===== src/rtl/tri_gate_pkg.sv =====
`default_nettype none
// ============================================================================
// Module      : tri_gate_pkg
// Description : Shared definitions for the trilib N-input pipelined gate.
//               Mode select width, mode encodings and a legality check
//               for the mode field.
// Revision    : 1.0 - initial release
// ============================================================================
package tri_gate_pkg;

    localparam int MODE_W = 3;

    localparam logic [MODE_W-1:0] GATE_AND  = 3'd0;
    localparam logic [MODE_W-1:0] GATE_NAND = 3'd1;
    localparam logic [MODE_W-1:0] GATE_OR   = 3'd2;
    localparam logic [MODE_W-1:0] GATE_NOR  = 3'd3;
    localparam logic [MODE_W-1:0] GATE_XOR  = 3'd4;
    localparam logic [MODE_W-1:0] GATE_XNOR = 3'd5;

    // Encodings above GATE_XNOR (6 and 7) have no defined function.
    function automatic logic mode_is_legal(input logic [MODE_W-1:0] m);
        return (m <= GATE_XNOR);
    endfunction

endpackage
`default_nettype wire


===== src/rtl/tri_gate_reduce.sv =====
`default_nettype none
// ============================================================================
// Module      : tri_gate_reduce
// Description : Combinational WIDTH x NUM_IN bitwise reduction with mode
//               decode. Bit i of the result reduces bit i of every operand.
//               Illegal modes produce an all-zero result.
// Ports       : mode  - function select (AND/NAND/OR/NOR/XOR/XNOR)
//               a     - packed operands, operand k at [k*WIDTH +: WIDTH]
//               y     - reduced result
//               par   - even parity of y (TRI_GATE_PIPE_PARITY_EN only)
// Config      : TRI_GATE_PIPE_PARITY_EN adds the par output.
// Revision    : 1.0 - initial release
// ============================================================================
module tri_gate_reduce
    import tri_gate_pkg::*;
#(
    parameter int WIDTH  = 1,
    parameter int NUM_IN = 2
) (
    input  logic [MODE_W-1:0]       mode,
    input  logic [0:NUM_IN*WIDTH-1] a,
`ifdef TRI_GATE_PIPE_PARITY_EN
    output logic                    par,
`endif
    output logic [0:WIDTH-1]        y
);

    logic [0:WIDTH-1] w_and;
    logic [0:WIDTH-1] w_or;
    logic [0:WIDTH-1] w_xor;

    always_comb begin
        w_and = '1;
        w_or  = '0;
        w_xor = '0;
        for (int k = 0; k < NUM_IN; k++) begin
            w_and = w_and & a[k*WIDTH +: WIDTH];
            w_or  = w_or  | a[k*WIDTH +: WIDTH];
            w_xor = w_xor ^ a[k*WIDTH +: WIDTH];
        end
    end

    always_comb begin
        y = '0;
        case (mode)
            GATE_AND:  y =  w_and;
            GATE_NAND: y = ~w_and;
            GATE_OR:   y =  w_or;
            GATE_NOR:  y = ~w_or;
            GATE_XOR:  y =  w_xor;
            GATE_XNOR: y = ~w_xor;
            default:   y = '0;
        endcase
    end

`ifdef TRI_GATE_PIPE_PARITY_EN
    // Even parity: par makes the total count of ones in {y, par} even.
    assign par = ^y;
`endif

endmodule
`default_nettype wire


===== src/rtl/tri_gate_pipe.sv =====
`default_nettype none
// ============================================================================
// Module      : tri_gate_pipe
// Description : Parametrised, pipelined N-input bitwise gate. Operands are
//               reduced combinationally, then carried through STAGES
//               registered stages with valid tracking, activity hold (act)
//               and flush. A sticky flag records any accepted illegal mode.
// Ports       : nclk     - clock, rising edge
//               rst      - asynchronous active-high reset
//               act      - advance enable, 0 holds every stage
//               flush    - clears all in-flight valids (priority over act)
//               in_vld   - operand set valid
//               mode     - function select, sampled with operands
//               a        - NUM_IN packed operands of WIDTH bits
//               y/y_vld  - last-stage result and valid
//               y_par    - even parity of y (TRI_GATE_PIPE_PARITY_EN only)
//               mode_err - sticky illegal-mode flag, cleared by rst only
// Config      : TRI_GATE_PIPE_PARITY_EN adds parity registers and y_par.
// Revision    : 1.0 - initial release
// ============================================================================
module tri_gate_pipe
    import tri_gate_pkg::*;
#(
    parameter int WIDTH  = 1,
    parameter int NUM_IN = 2,
    parameter int STAGES = 1
) (
    input  logic                    nclk,
    input  logic                    rst,
    input  logic                    act,
    input  logic                    flush,
    input  logic                    in_vld,
    input  logic [MODE_W-1:0]       mode,
    input  logic [0:NUM_IN*WIDTH-1] a,
    output logic [0:WIDTH-1]        y,
    output logic                    y_vld,
`ifdef TRI_GATE_PIPE_PARITY_EN
    output logic                    y_par,
`endif
    output logic                    mode_err
);

    logic [0:WIDTH-1]  w_red_y;
    logic [0:WIDTH-1]  data_q [STAGES];
    logic [0:WIDTH-1]  data_d [STAGES];
    logic [STAGES-1:0] vld_q;
    logic [STAGES-1:0] vld_d;
    logic              mode_err_q;
    logic              mode_err_d;

`ifdef TRI_GATE_PIPE_PARITY_EN
    logic              w_red_par;
    logic [STAGES-1:0] par_q;
    logic [STAGES-1:0] par_d;
`endif

    tri_gate_reduce #(
        .WIDTH  (WIDTH),
        .NUM_IN (NUM_IN)
    ) u_reduce (
        .mode (mode),
        .a    (a),
`ifdef TRI_GATE_PIPE_PARITY_EN
        .par  (w_red_par),
`endif
        .y    (w_red_y)
    );

    // Data loads on every active cycle regardless of in_vld; only the valid
    // bits qualify it. Flush touches valids only, so data keeps its value.
    always_comb begin
        data_d = data_q;
        vld_d  = vld_q;
        if (flush) begin
            vld_d = '0;
        end else if (act) begin
            data_d[0] = w_red_y;
            vld_d[0]  = in_vld;
            for (int s = 1; s < STAGES; s++) begin
                data_d[s] = data_q[s-1];
                vld_d[s]  = vld_q[s-1];
            end
        end
    end

`ifdef TRI_GATE_PIPE_PARITY_EN
    always_comb begin
        par_d = par_q;
        if (!flush && act) begin
            par_d[0] = w_red_par;
            for (int s = 1; s < STAGES; s++) begin
                par_d[s] = par_q[s-1];
            end
        end
    end
`endif

    // Only an operand set that is actually accepted can raise the flag.
    assign mode_err_d = mode_err_q |
                        (act & ~flush & in_vld & ~mode_is_legal(mode));

    always_ff @(posedge nclk or posedge rst) begin
        if (rst) begin
            for (int s = 0; s < STAGES; s++) begin
                data_q[s] <= '0;
            end
            vld_q      <= '0;
            mode_err_q <= 1'b0;
        end else begin
            data_q     <= data_d;
            vld_q      <= vld_d;
            mode_err_q <= mode_err_d;
        end
    end

`ifdef TRI_GATE_PIPE_PARITY_EN
    always_ff @(posedge nclk or posedge rst) begin
        if (rst) begin
            par_q <= '0;
        end else begin
            par_q <= par_d;
        end
    end

    assign y_par = par_q[STAGES-1];
`endif

    assign y        = data_q[STAGES-1];
    assign y_vld    = vld_q[STAGES-1];
    assign mode_err = mode_err_q;

endmodule
`default_nettype wire


===== config.mk =====
export PLATFORM = sky130hd
export DESIGN_NAME = tri_gate_pipe
export DESIGN_NICKNAME = d
export VERILOG_FILES = /design/src/rtl/tri_gate_pkg.sv /design/src/rtl/tri_gate_reduce.sv /design/src/rtl/tri_gate_pipe.sv
export SDC_FILE = /design/constraint.sdc
export NUM_CORES = 1
export LEC_CHECK = 0
export CELL_PAD_IN_SITES_DETAIL_PLACEMENT = 1
export CELL_PAD_IN_SITES_GLOBAL_PLACEMENT = 1
export CORE_AREA = 2 2 39 41
export DETAILED_ROUTE_END_ITERATION = 10
export DIE_AREA = 0 0 41 43
export HOLD_SLACK_MARGIN = 0.06
export PLACE_DENSITY = 0.62
export SLEW_MARGIN = 20
export SYNTH_ARGS = -nofsm -noshare
export SYNTH_HDL_FRONTEND = slang
export SYNTH_HIERARCHICAL = 1
export SYNTH_SLANG_ARGS = --single-unit

===== constraint.sdc =====
create_clock -name nclk -period 2 [get_ports nclk]
set_clock_uncertainty 0.2 [all_clocks]
set_input_delay 0.5 -clock nclk [delete_from_list [all_inputs] [get_ports nclk]]
set_output_delay 0.5 -clock nclk [all_outputs]
set_load 0.05 [all_outputs]

==> Yosys cells after proc, flatten, opt, wreduce, memory -nomap -nowiden <==
Index checks and enable logic that the tools add are counted.
{ "totals": {"regBits": 3, "inputBits": 10, "output_inout_bits": 3, "elab_cells": 27} }
{ "op_classes": {"n_lt_le_gt_ge": 1, "n_eq_ne": 5, "n_mux": 3, "n_bitwise": 12, "n_reduce_logical": 3} }
{ "ops": {"columns": ["op", "count"], "rows": [
  ["$eq A3 B2 Y1 const B", 2],
  ["$eq A3 B3 Y1 const B", 2],
  ["$pmux W1 S6", 1],
  ["$not A1 Y1", 5],
  ["$and A1 B1 Y1", 4],
  ["$eq A3 B1 Y1 const B", 1],
  ["$le A3 B3 Y1 const B", 1],
  ["$logic_not A3 Y1", 1],
  ["$mux W1", 2],
  ["$or A1 B1 Y1", 2],
  ["$reduce_and A2 Y1", 1],
  ["$reduce_bool A2 Y1", 1],
  ["$xor A1 B1 Y1", 1]
]} }

==> Depth between registers and ports, before layout <==
Gate-level depths: netlist of the first run.
{ "logic_depth": {"depth_word": 5, "mapped_depth": 6, "mapped_depth_nobuf": 6} }

==> Cells and area by module <==
The synthesis of the first run kept the hierarchy.
{ "modules_own_cells": {"columns": ["mod", "n_inst", "cells_per_inst", "area_per_inst_um2", "seq_area_each_um2"], "rows": [
  ["tri_gate_pipe", 1, 9, 131.4, 75.1],
  ["tri_gate_reduce", 1, 10, 81.3, 0.0]
]} }

==> Worst setup path after synthesis of the first run <==
No wires, ideal clock.
{ "synth_path": {"kind": "input to register", "start": "in a[1] in the netlist's numbering", "end": "reg data_q (netlist: y)", "setup_ns": 0.125, "arrival_ns": 1.369, "t_required_ns": 1.675, "setup_slack_ns": 0.306, "path_stages": 6, "path_buffers": 0, "path_cell_list": "inv_1 > ha_1 > xor2_1 > mux2i_1 > o21ai_1 > mux2_4"} }
{ "synth_between": {"elab_chain_len": 3, "elab_cells_between_ends": 7, "cone_classes": "1 x mux; 6 x bitwise"} }
{ "synth_rtl": {"columns": ["element", "line", "rtl"], "rows": [
  ["from (decl)", "tri_gate_pipe.sv:34", "input logic [0:NUM_IN*WIDTH-1] a,"],
  ["$xor A1 B1 Y1 (tied with other cells)", "tri_gate_reduce.sv:39", "w_xor = w_xor ^ a[k*WIDTH +: WIDTH];"],
  ["$not A1 Y1, on equally long branches", "tri_gate_reduce.sv:51, tri_gate_reduce.sv:47, tri_gate_reduce.sv:49", null],
  ["$pmux W1 S6 (*)", "tri_gate_reduce.sv:45", "case (mode)"],
  ["via w_red_y", "tri_gate_pipe.sv:43", "logic [0:WIDTH-1] w_red_y;"],
  ["to (signal assigned)", "tri_gate_pipe.sv:110", "data_q <= data_d;"],
  ["to (decl)", "tri_gate_pipe.sv:44", "logic [0:WIDTH-1] data_q [STAGES];"]
]} }
The timed path passes the listed nets; every way through them passes the cells marked *.
A chain may end at the register's enable or synchronous reset.

==> Final worst setup path of the first run <==
{ "layout_path": {"start": "in a[0] in the netlist's numbering", "end": "reg data_q (netlist: y)"} }
Same word-level chain as after synthesis.

==> results of run 1 <==
kinds of logic (layout without fill, tap and decap cells):
group           count (synthesis)  count (layout)  share of synthesized area (%)
compound gates                  2               2                           7.06
xor+xnor                        3               3                           12.4
mux                             3               3                           16.5
buf+inv                         3              19                           5.29
fa+ha+maj                       2               2                           11.8
simple gates                    3               3                           11.8
flops                           3               3                           35.3
sequential cells by signal (all words and copies together), names as in the netlist:
name / cells
mode_err: 1
y_vld: 1
y: 1
repair_timing:
action / in CTS / in global routing
gates resized for setup: 1 / 1
endpoints found under the setup margin: 1 / 1
pin swaps: 1 / 0
buffers inserted: 0 / 0
metrics by stage:
stage / setup TNS (ns) / cells / hold slack (ns) / util, % / power [mW]
5_1_grt: 0 / 51 / 0.238 / 26.9 / 0.303
4_1_cts: 0 / 51 / 0.226 / 26.8 / 0.289
6_report: 0 / 51 / 0.233 / 26.9 / 0.281
3_5_place_dp: -0.266 / 47 / 0.259 / 25.0 / 0.177
3_3_place_gp: -0.228 / 47 / 0.257 / 25.0 / 0.174
2_1_floorplan: 0 / 19 / 0.0536 / - / 0.135
layer usage:
metal,routed length [um],GRT usage [%]
met1,182,5.83
met2,237,11.6
met3,73,0.524
met4,37,14.0
met5,0,0
cells in the final DEF, fill, tap and decap left out:
cell,netlist,layout
sky130_fd_sc_hd__o21ai_1,1,1
sky130_fd_sc_hd__clkdlybuf4s50_1,0,7
sky130_fd_sc_hd__nand3b_1,1,1
sky130_fd_sc_hd__nor2_1,1,1
sky130_fd_sc_hd__buf_4,0,3
sky130_fd_sc_hd__ha_1,2,2
sky130_fd_sc_hd__inv_1,3,3
sky130_fd_sc_hd__dlygate4sd2_1,0,1
sky130_fd_sc_hd__dlymetal6s2s_1,0,1
sky130_fd_sc_hd__xnor2_1,1,1
sky130_fd_sc_hd__nor2b_4,1,1
sky130_fd_sc_hd__mux2_4,1,1
sky130_fd_sc_hd__clkbuf_1,0,1
sky130_fd_sc_hd__xor2_1,2,2
sky130_fd_sc_hd__a41o_1,1,1
sky130_fd_sc_hd__dfrtp_1,3,3
sky130_fd_sc_hd__mux2i_1,2,2
sky130_fd_sc_hd__clkbuf_4,0,3
report_power, final:
group / total [mW] / internal [mW] / switching, mW
combinational: 0.0987 / 0.0448 / 0.0539
sequential: 0.0753 / 0.0701 / 0.00520
clock: 0.107 / 0.0748 / 0.0323
worst paths after layout:
kind | startpoint | cells after the start | slack, ns | endpoint
worst max-delay path | a[0] | 7 | 0.26 | y
worst min-delay path | rst | 2 | 0.23 | y
worst max register to register | y | 1 | 1.03 | y
worst min register to register | mode_err | 1 | 0.27 | mode_err
max in group asynchronous | rst | 2 | 1.23 | y_vld
min in group nclk | mode_err | 1 | 0.27 | mode_err
worst max-delay path, cell delays in order:
cell and delay [ns]:
sky130_fd_sc_hd__dlygate4sd2_1 0.22, sky130_fd_sc_hd__inv_1 0.05, sky130_fd_sc_hd__ha_1 0.29, sky130_fd_sc_hd__xor2_1 0.14, sky130_fd_sc_hd__mux2i_1 0.13, sky130_fd_sc_hd__o21ai_1 0.07
sky130_fd_sc_hd__mux2_4 0.25
final cells by class:
cell class | instances | area (sq um) | share of cell area, %
clock buffers | 4 | 26.3 | 7.05
inverters | 3 | 11.3 | 3.02
multi-input cells | 13 | 126 | 33.9
flip-flops and latches | 3 | 75.1 | 20.1
well taps | 16 | 20.0 | 5.37
repair buffers | 12 | 114 | 30.5
==> report_table.html, run 1 <==
<table>
<tr><th>Metric</th><th>Value</th></tr>
<tr><th colspan="2">Clocking</th></tr>
<tr><td>CTS tree</td><td>done</td></tr>
<tr><td>Total number of clock tree sinks</td><td>3</td></tr>
<tr><td>Buffers from clock root to sink, at most</td><td>2</td></tr>
<tr><td>Clock transition at the registers of the reported paths</td><td>about 0.040 ns</td></tr>
<tr><td>Hold-fix buffers at CTS</td><td>0</td></tr>
<tr><td>H-tree levels</td><td>1</td></tr>
<tr><td>Skew-Pair Late Insertion Delay</td><td>approximately 0.23 ns</td></tr>
<tr><td>Root buffer cell</td><td>sky130_fd_sc_hd__clkbuf_4</td></tr>
<tr><td>Clock buffers created by TritonCTS</td><td>3</td></tr>
<tr><th colspan="2">GRT</th></tr>
<tr><td>Initial antenna violation count</td><td>0</td></tr>
<tr><td>Largest net degree at the start of global routing</td><td>4</td></tr>
<tr><td>First-pass GRT wire length</td><td>about 800 um</td></tr>
<tr><td>Overall Global Routing Usage</td><td>roughly 7.7%</td></tr>
<tr><td>Via count of the first global-routing pass</td><td>about 230</td></tr>
<tr><td>Overflow left after global routing</td><td>0</td></tr>
<tr><th colspan="2">Yosys</th></tr>
<tr><td>Synth Area per Inst</td><td>11.2 sq um</td></tr>
<tr><td>Area share of the largest cell type after synthesis</td><td>35.3%</td></tr>
<tr><td>Cell area after synthesis</td><td>around 210 sq um</td></tr>
<tr><td>Ys Warns</td><td>6</td></tr>
<tr><td>Yosys cell types</td><td>12</td></tr>
<tr><td>Area leader, netlist</td><td>sky130_fd_sc_hd__dfrtp_1</td></tr>
<tr><td>Predominant post-synthesis flop cell</td><td>sky130_fd_sc_hd__dfrtp_1</td></tr>
<tr><td>Asr flop ratio synth</td><td>between 90% and 100%</td></tr>
<tr><td>Part of the Yosys area used for sequential elements</td><td>between 30% and 40%</td></tr>
<tr><td>Top cells by count, synth</td><td>3 x sky130_fd_sc_hd__dfrtp_1, 3 x sky130_fd_sc_hd__inv_1, 2 x sky130_fd_sc_hd__ha_1, 2 x sky130_fd_sc_hd__mux2i_1, 2 x sky130_fd_sc_hd__xor2_1</td></tr>
<tr><td>Net count after synthesis</td><td>31</td></tr>
<tr><td>Synthesized instance count</td><td>19</td></tr>
<tr><td>Top area cells in the synthesized netlist</td><td>sky130_fd_sc_hd__dfrtp_1 35%, sky130_fd_sc_hd__ha_1 12%, sky130_fd_sc_hd__mux2i_1 9.4%</td></tr>
<tr><td>Number of enable-type register cells in the synthesized netlist</td><td>0</td></tr>
<tr><td>Register bit total from synthesis</td><td>3</td></tr>
<tr><th colspan="2">Finish</th></tr>
<tr><td>Share of layout cells above drive strength 1</td><td>between 20 and 25%</td></tr>
<tr><td>Number of antenna cells inserted</td><td>0</td></tr>
<tr><td>Cell area after layout</td><td>around 370 sq um</td></tr>
<tr><td>Growth of design area from synthesis to finish</td><td>75.3%</td></tr>
<tr><td>Final layout net count</td><td>48</td></tr>
<tr><td>Number of filler cells placed in the layout</td><td>between 150 and 200</td></tr>
<tr><th colspan="2">Detailed routing</th></tr>
<tr><td>Via count</td><td>200</td></tr>
<tr><td>Total length of routed wires</td><td>531 um</td></tr>
<tr><td>Number of antenna-violating nets in the routed design</td><td>0</td></tr>
<tr><td>First-pass iteration count of the detailed router</td><td>2</td></tr>
<tr><td>Number of violations reported at the end of detailed-routing iteration 0</td><td>1</td></tr>
<tr><td>Vias per Instance</td><td>~3.9</td></tr>
<tr><td>WL/cell</td><td>about 10 um</td></tr>
<tr><td>Residual DRC count</td><td>0</td></tr>
<tr><th colspan="2">Run status</th></tr>
<tr><td>Result of the run</td><td>complete, no violations</td></tr>
<tr><th colspan="2">Timing</th></tr>
<tr><td>Final Worst Setup Slack</td><td>0.259 ns</td></tr>
<tr><td>Crit share post-route</td><td>slightly below 90%</td></tr>
<tr><td>Final count of pins violating max slew</td><td>0</td></tr>
<tr><td>Max Clock Freq</td><td>~570 MHz</td></tr>
<tr><td>Measured slew at the worst slew-check pin</td><td>around 0.17 ns</td></tr>
<tr><td>Relative slew margins</td><td>slightly below 90%</td></tr>
<tr><td>Final-report hold violation count</td><td>0</td></tr>
<tr><td>Minimum clock period after layout</td><td>about 1.7 ns</td></tr>
<tr><td>Number of failing setup endpoints in the final timing report</td><td>0</td></tr>
<tr><td>Setup repair after global routing missed its margin</td><td>no</td></tr>
<tr><th colspan="2">Floorplan</th></tr>
<tr><td>Area inside the core boundary</td><td>between 0.001 and 0.0015 sq mm</td></tr>
<tr><td>Die X</td><td>around 41 um</td></tr>
<tr><td>I/O Pins</td><td>13</td></tr>
<tr><td>Area enclosed by the die boundary</td><td>about 0.0018 sq mm</td></tr>
<tr><td>Height of the die</td><td>around 43 um</td></tr>
<tr><td>Initial core utilization</td><td>around 15%</td></tr>
<tr><td>Number of standard-cell rows in the floorplan</td><td>14</td></tr>
<tr><th colspan="2">Power and ir drop</th></tr>
<tr><td>Worst VDD drop</td><td>0.174 mV</td></tr>
<tr><td>PD cells</td><td>~750 mW/mm^2</td></tr>
<tr><td>Lkg Pwr</td><td>around 0.19 nW</td></tr>
<tr><th colspan="2">Worst setup path</th></tr>
<tr><td>Setup Crit Path Kind</td><td>in -&gt; reg</td></tr>
<tr><td>Sort of element at the start of the critical path</td><td>input port</td></tr>
<tr><td>Largest driver fanout on the critical path</td><td>2</td></tr>
<tr><td>Data required, critical path</td><td>between 1.5 and 2 ns</td></tr>
<tr><td>Crit end category</td><td>flip-flop</td></tr>
<tr><td>Arrival time of the worst setup path</td><td>1.66 ns</td></tr>
<tr><th colspan="2">Run</th></tr>
<tr><td>Count of max-cap constraint violations</td><td>0</td></tr>
<tr><th colspan="2">Place</th></tr>
<tr><td>DP HPWL</td><td>about 430 um</td></tr>
<tr><td>RePlAce Congestion</td><td>around 0.52</td></tr>
<tr><td># port buffers</td><td>12</td></tr>
<tr><td>Post-placement cell area</td><td>~350 sq um</td></tr>
<tr><td>Pre-CTS setup slack</td><td>-0.266 ns</td></tr>
<tr><th colspan="2">Min path</th></tr>
<tr><td>Hold crit path type</td><td>in -&gt; async</td></tr>
</table>
Note: power is estimated with default switching activity, not from simulation.
==> run 2, diff against run 1 <==
- clock period: 2 -> 2.15 ns (I/O delays scaled with it)
==> report_table.html, run 2 (synthesis results as in run 1) <==
<table>
<tr><th>Metric</th><th>Value</th></tr>
<tr><th colspan="2">Run status</th></tr>
<tr><td>Result of the run</td><td>complete, no violations</td></tr>
<tr><th colspan="2">Min path</th></tr>
<tr><td>Hold crit path type</td><td>in -&gt; async</td></tr>
<tr><th colspan="2">Floorplan</th></tr>
<tr><td>Die X</td><td>41 um (unchanged)</td></tr>
<tr><td>Height of the die</td><td>43 um (unchanged)</td></tr>
<tr><td>I/O Pins</td><td>13 (unchanged)</td></tr>
<tr><td>Area inside the core boundary</td><td>0.00138 sq mm (unchanged)</td></tr>
<tr><td>Initial core utilization</td><td>15.4% (unchanged)</td></tr>
<tr><td>Number of standard-cell rows in the floorplan</td><td>14 (unchanged)</td></tr>
<tr><td>Area enclosed by the die boundary</td><td>0.00176 sq mm (unchanged)</td></tr>
<tr><th colspan="2">Power and ir drop</th></tr>
<tr><td>Worst VDD drop</td><td>0.132 mV (-24%)</td></tr>
<tr><td>Lkg Pwr</td><td>0.179 nW (-5.5%)</td></tr>
<tr><td>PD cells</td><td>702 mW/mm^2 (-6.9%)</td></tr>
<tr><th colspan="2">Detailed routing</th></tr>
<tr><td>Vias per Instance</td><td>3.78 (-3.5%)</td></tr>
<tr><td>Number of violations reported at the end of detailed-routing iteration 0</td><td>0 (-1)</td></tr>
<tr><td>Residual DRC count</td><td>0 (unchanged)</td></tr>
<tr><td>First-pass iteration count of the detailed router</td><td>1 (-1)</td></tr>
<tr><td>Number of antenna-violating nets in the routed design</td><td>0 (unchanged)</td></tr>
<tr><td>WL/cell</td><td>10.1 um (-2.6%)</td></tr>
<tr><td>Total length of routed wires</td><td>517 um (-2.6%)</td></tr>
<tr><td>Via count</td><td>193 (-3.5%)</td></tr>
<tr><th colspan="2">GRT</th></tr>
<tr><td>Initial antenna violation count</td><td>0 (unchanged)</td></tr>
<tr><td>Overall Global Routing Usage</td><td>6.33% (-1.4 points)</td></tr>
<tr><td>Largest net degree at the start of global routing</td><td>4 (unchanged)</td></tr>
<tr><td>Via count of the first global-routing pass</td><td>209 (-8.3%)</td></tr>
<tr><td>First-pass GRT wire length</td><td>690 um (-14%)</td></tr>
<tr><td>Global Route met2 Usage</td><td>11.6% (unchanged)</td></tr>
<tr><td>GR peak layer</td><td>met2</td></tr>
<tr><td>Overflow left after global routing</td><td>0 (unchanged)</td></tr>
<tr><td>Grt met3 use</td><td>0.524% (unchanged)</td></tr>
<tr><td>Met1 layer usage reported by global route</td><td>4.19% (-1.6 points)</td></tr>
<tr><th colspan="2">Worst setup path</th></tr>
<tr><td>Data required, critical path</td><td>2.06 ns (+0.14 ns)</td></tr>
<tr><td>Arrival time of the worst setup path</td><td>1.96 ns (+0.30 ns)</td></tr>
<tr><td>Worst R2R Path Depth</td><td>1 (unchanged)</td></tr>
<tr><td>Setup Crit Path Kind</td><td>in -&gt; reg</td></tr>
<tr><td>R2R Path Start</td><td>y</td></tr>
<tr><td>Cell Chain, Critical Path</td><td>clkdlybuf4s50_1, inv_1, ha_1, xor2_1, mux2i_1, o21ai_1, mux2_4</td></tr>
<tr><td>Reg-to-reg endpoint</td><td>y</td></tr>
<tr><td>Setup slack of the most critical reg-to-reg path</td><td>1.19 ns (+0.16 ns)</td></tr>
<tr><td>CP peak stage delay</td><td>0.48 ns (+0.19 ns)</td></tr>
<tr><td>Crit end category</td><td>flip-flop</td></tr>
<tr><td>Sort of element at the start of the critical path</td><td>input port</td></tr>
<tr><td>Cell at the slowest stage of the critical path</td><td>sky130_fd_sc_hd__clkdlybuf4s50_1</td></tr>
<tr><td>Family of cells with the greatest summed delay on the critical path</td><td>buffers and inverters</td></tr>
<tr><td>Largest driver fanout on the critical path</td><td>2 (unchanged)</td></tr>
<tr><td>Critical path buffer and inverter count</td><td>2 (unchanged)</td></tr>
<tr><th colspan="2">Clocking</th></tr>
<tr><td>Clock transition at the registers of the reported paths</td><td>0.04 ns (about the same)</td></tr>
<tr><td>Hold-fix buffers at CTS</td><td>0 (unchanged)</td></tr>
<tr><td>Skew-Pair Late Insertion Delay</td><td>0.23 ns (about the same)</td></tr>
<tr><td>Total number of clock tree sinks</td><td>3 (unchanged)</td></tr>
<tr><td>Resized cells post-CTS</td><td>0 (-1)</td></tr>
<tr><td>Number of buffers inserted by post-CTS setup repair</td><td>0 (unchanged)</td></tr>
<tr><td>H-tree levels</td><td>1 (unchanged)</td></tr>
<tr><td>Buffers from clock root to sink, at most</td><td>2 (unchanged)</td></tr>
<tr><td>CTS tree</td><td>done</td></tr>
<tr><td>Root buffer cell</td><td>sky130_fd_sc_hd__clkbuf_4</td></tr>
<tr><td>Clock buffers created by TritonCTS</td><td>3 (unchanged)</td></tr>
<tr><th colspan="2">Timing</th></tr>
<tr><td>Measured slew at the worst slew-check pin</td><td>0.125 ns (-0.0440 ns)</td></tr>
<tr><td>Final-report hold violation count</td><td>0 (unchanged)</td></tr>
<tr><td>Number of failing setup endpoints in the final timing report</td><td>0 (unchanged)</td></tr>
<tr><td>Minimum clock period after layout</td><td>between 2 and 2.5 ns</td></tr>
<tr><td>Crit share post-route</td><td>about 95%</td></tr>
<tr><td>Relative slew margins</td><td>91.4% (+2.7 points)</td></tr>
<tr><td>Final count of pins violating max slew</td><td>0 (unchanged)</td></tr>
<tr><td>Max Clock Freq</td><td>489 MHz</td></tr>
<tr><td>Setup repair after global routing missed its margin</td><td>no</td></tr>
<tr><td>Final Worst Setup Slack</td><td>0.103 ns (-0.156 ns)</td></tr>
<tr><th colspan="2">Finish</th></tr>
<tr><td>Final layout net count</td><td>48 (unchanged)</td></tr>
<tr><td>Share of layout cells above drive strength 1</td><td>22.9% (unchanged)</td></tr>
<tr><td>Growth of design area from synthesis to finish</td><td>74.7%</td></tr>
<tr><td>Most frequent standard cell in the layout excluding fill and tap cells</td><td>sky130_fd_sc_hd__clkdlybuf4s50_1</td></tr>
<tr><td>Number of antenna cells inserted</td><td>0 (unchanged)</td></tr>
<tr><td>Commonest cells after routing, fill and taps aside</td><td>9 x sky130_fd_sc_hd__clkdlybuf4s50_1, 3 x sky130_fd_sc_hd__inv_1, 3 x sky130_fd_sc_hd__clkbuf_4, 3 x sky130_fd_sc_hd__dfrtp_1, 3 x sky130_fd_sc_hd__buf_4</td></tr>
<tr><td>Cell area after layout</td><td>372 sq um (-0.34%)</td></tr>
<tr><th colspan="2">Place</th></tr>
<tr><td>RePlAce Congestion</td><td>0.485 (-7.4%)</td></tr>
<tr><td>Post-placement cell area</td><td>345 sq um (unchanged)</td></tr>
<tr><td>DP HPWL</td><td>448 um (+3.4%)</td></tr>
<tr><td># port buffers</td><td>12 (unchanged)</td></tr>
<tr><td>Pre-CTS setup slack</td><td>-0.158 ns (+0.108 ns)</td></tr>
<tr><th colspan="2">Run</th></tr>
<tr><td>Count of max-cap constraint violations</td><td>0 (unchanged)</td></tr>
</table>
run 2: changes by cell type in the layout (fill, tap and decap cells not counted), sizes merged:
cell	delta
dlymetal6s2s	-1
dlygate4sd2	-1
clkdlybuf4s50	+2
run 2: metal layers:
metal,vias to the layer above,wire (um)
met4,0,0
met5,-,0
met2,12,271
met1,87,167
met3,0,77
li1,94,-
run 2: worst max path at each step:
stage / end / depth (start not counted) / start / slack (ns)
after floorplan: y / 6 / a[1] / 0.42
final: y / 7 / a[1] / 0.10
after CTS: y / 7 / a[1] / 0.09
after global placement: y / 7 / a[1] / -0.15
after detailed placement: y / 7 / a[1] / -0.16
after global routing: y / 7 / a[0] / 0.05
run 2: power by group:
group / switching (mW) / total, mW / internal, mW / leakage (nW)
clock network: 0.0282 / 0.0977 / 0.0695 / 0.0150
logic: 0.0500 / 0.0926 / 0.0427 / 0.128
registers: 0.00543 / 0.0707 / 0.0652 / 0.0360
run 2: layout make-up:
class                   instances  area, sq um
flip-flops and latches          3         75.1
well taps                      16         20.0
repair buffers                 12          113
multi-input cells              13          126
fillers                       160         1010
inverters                       3         11.3
clock buffers                   4         26.3
run 2: stage by stage:
step                      util (%)  cells  TNS, ns  hold slack (ns)  total power [mW]
after floorplan                  -     19        0           0.0911             0.125
final                         26.9     51        0            0.278             0.261
after detailed placement      25.0     47   -0.158            0.289             0.165
after global routing          26.9     51        0            0.286             0.275
after CTS                     26.9     51        0            0.277             0.267
after global placement        25.0     47   -0.146            0.261             0.163
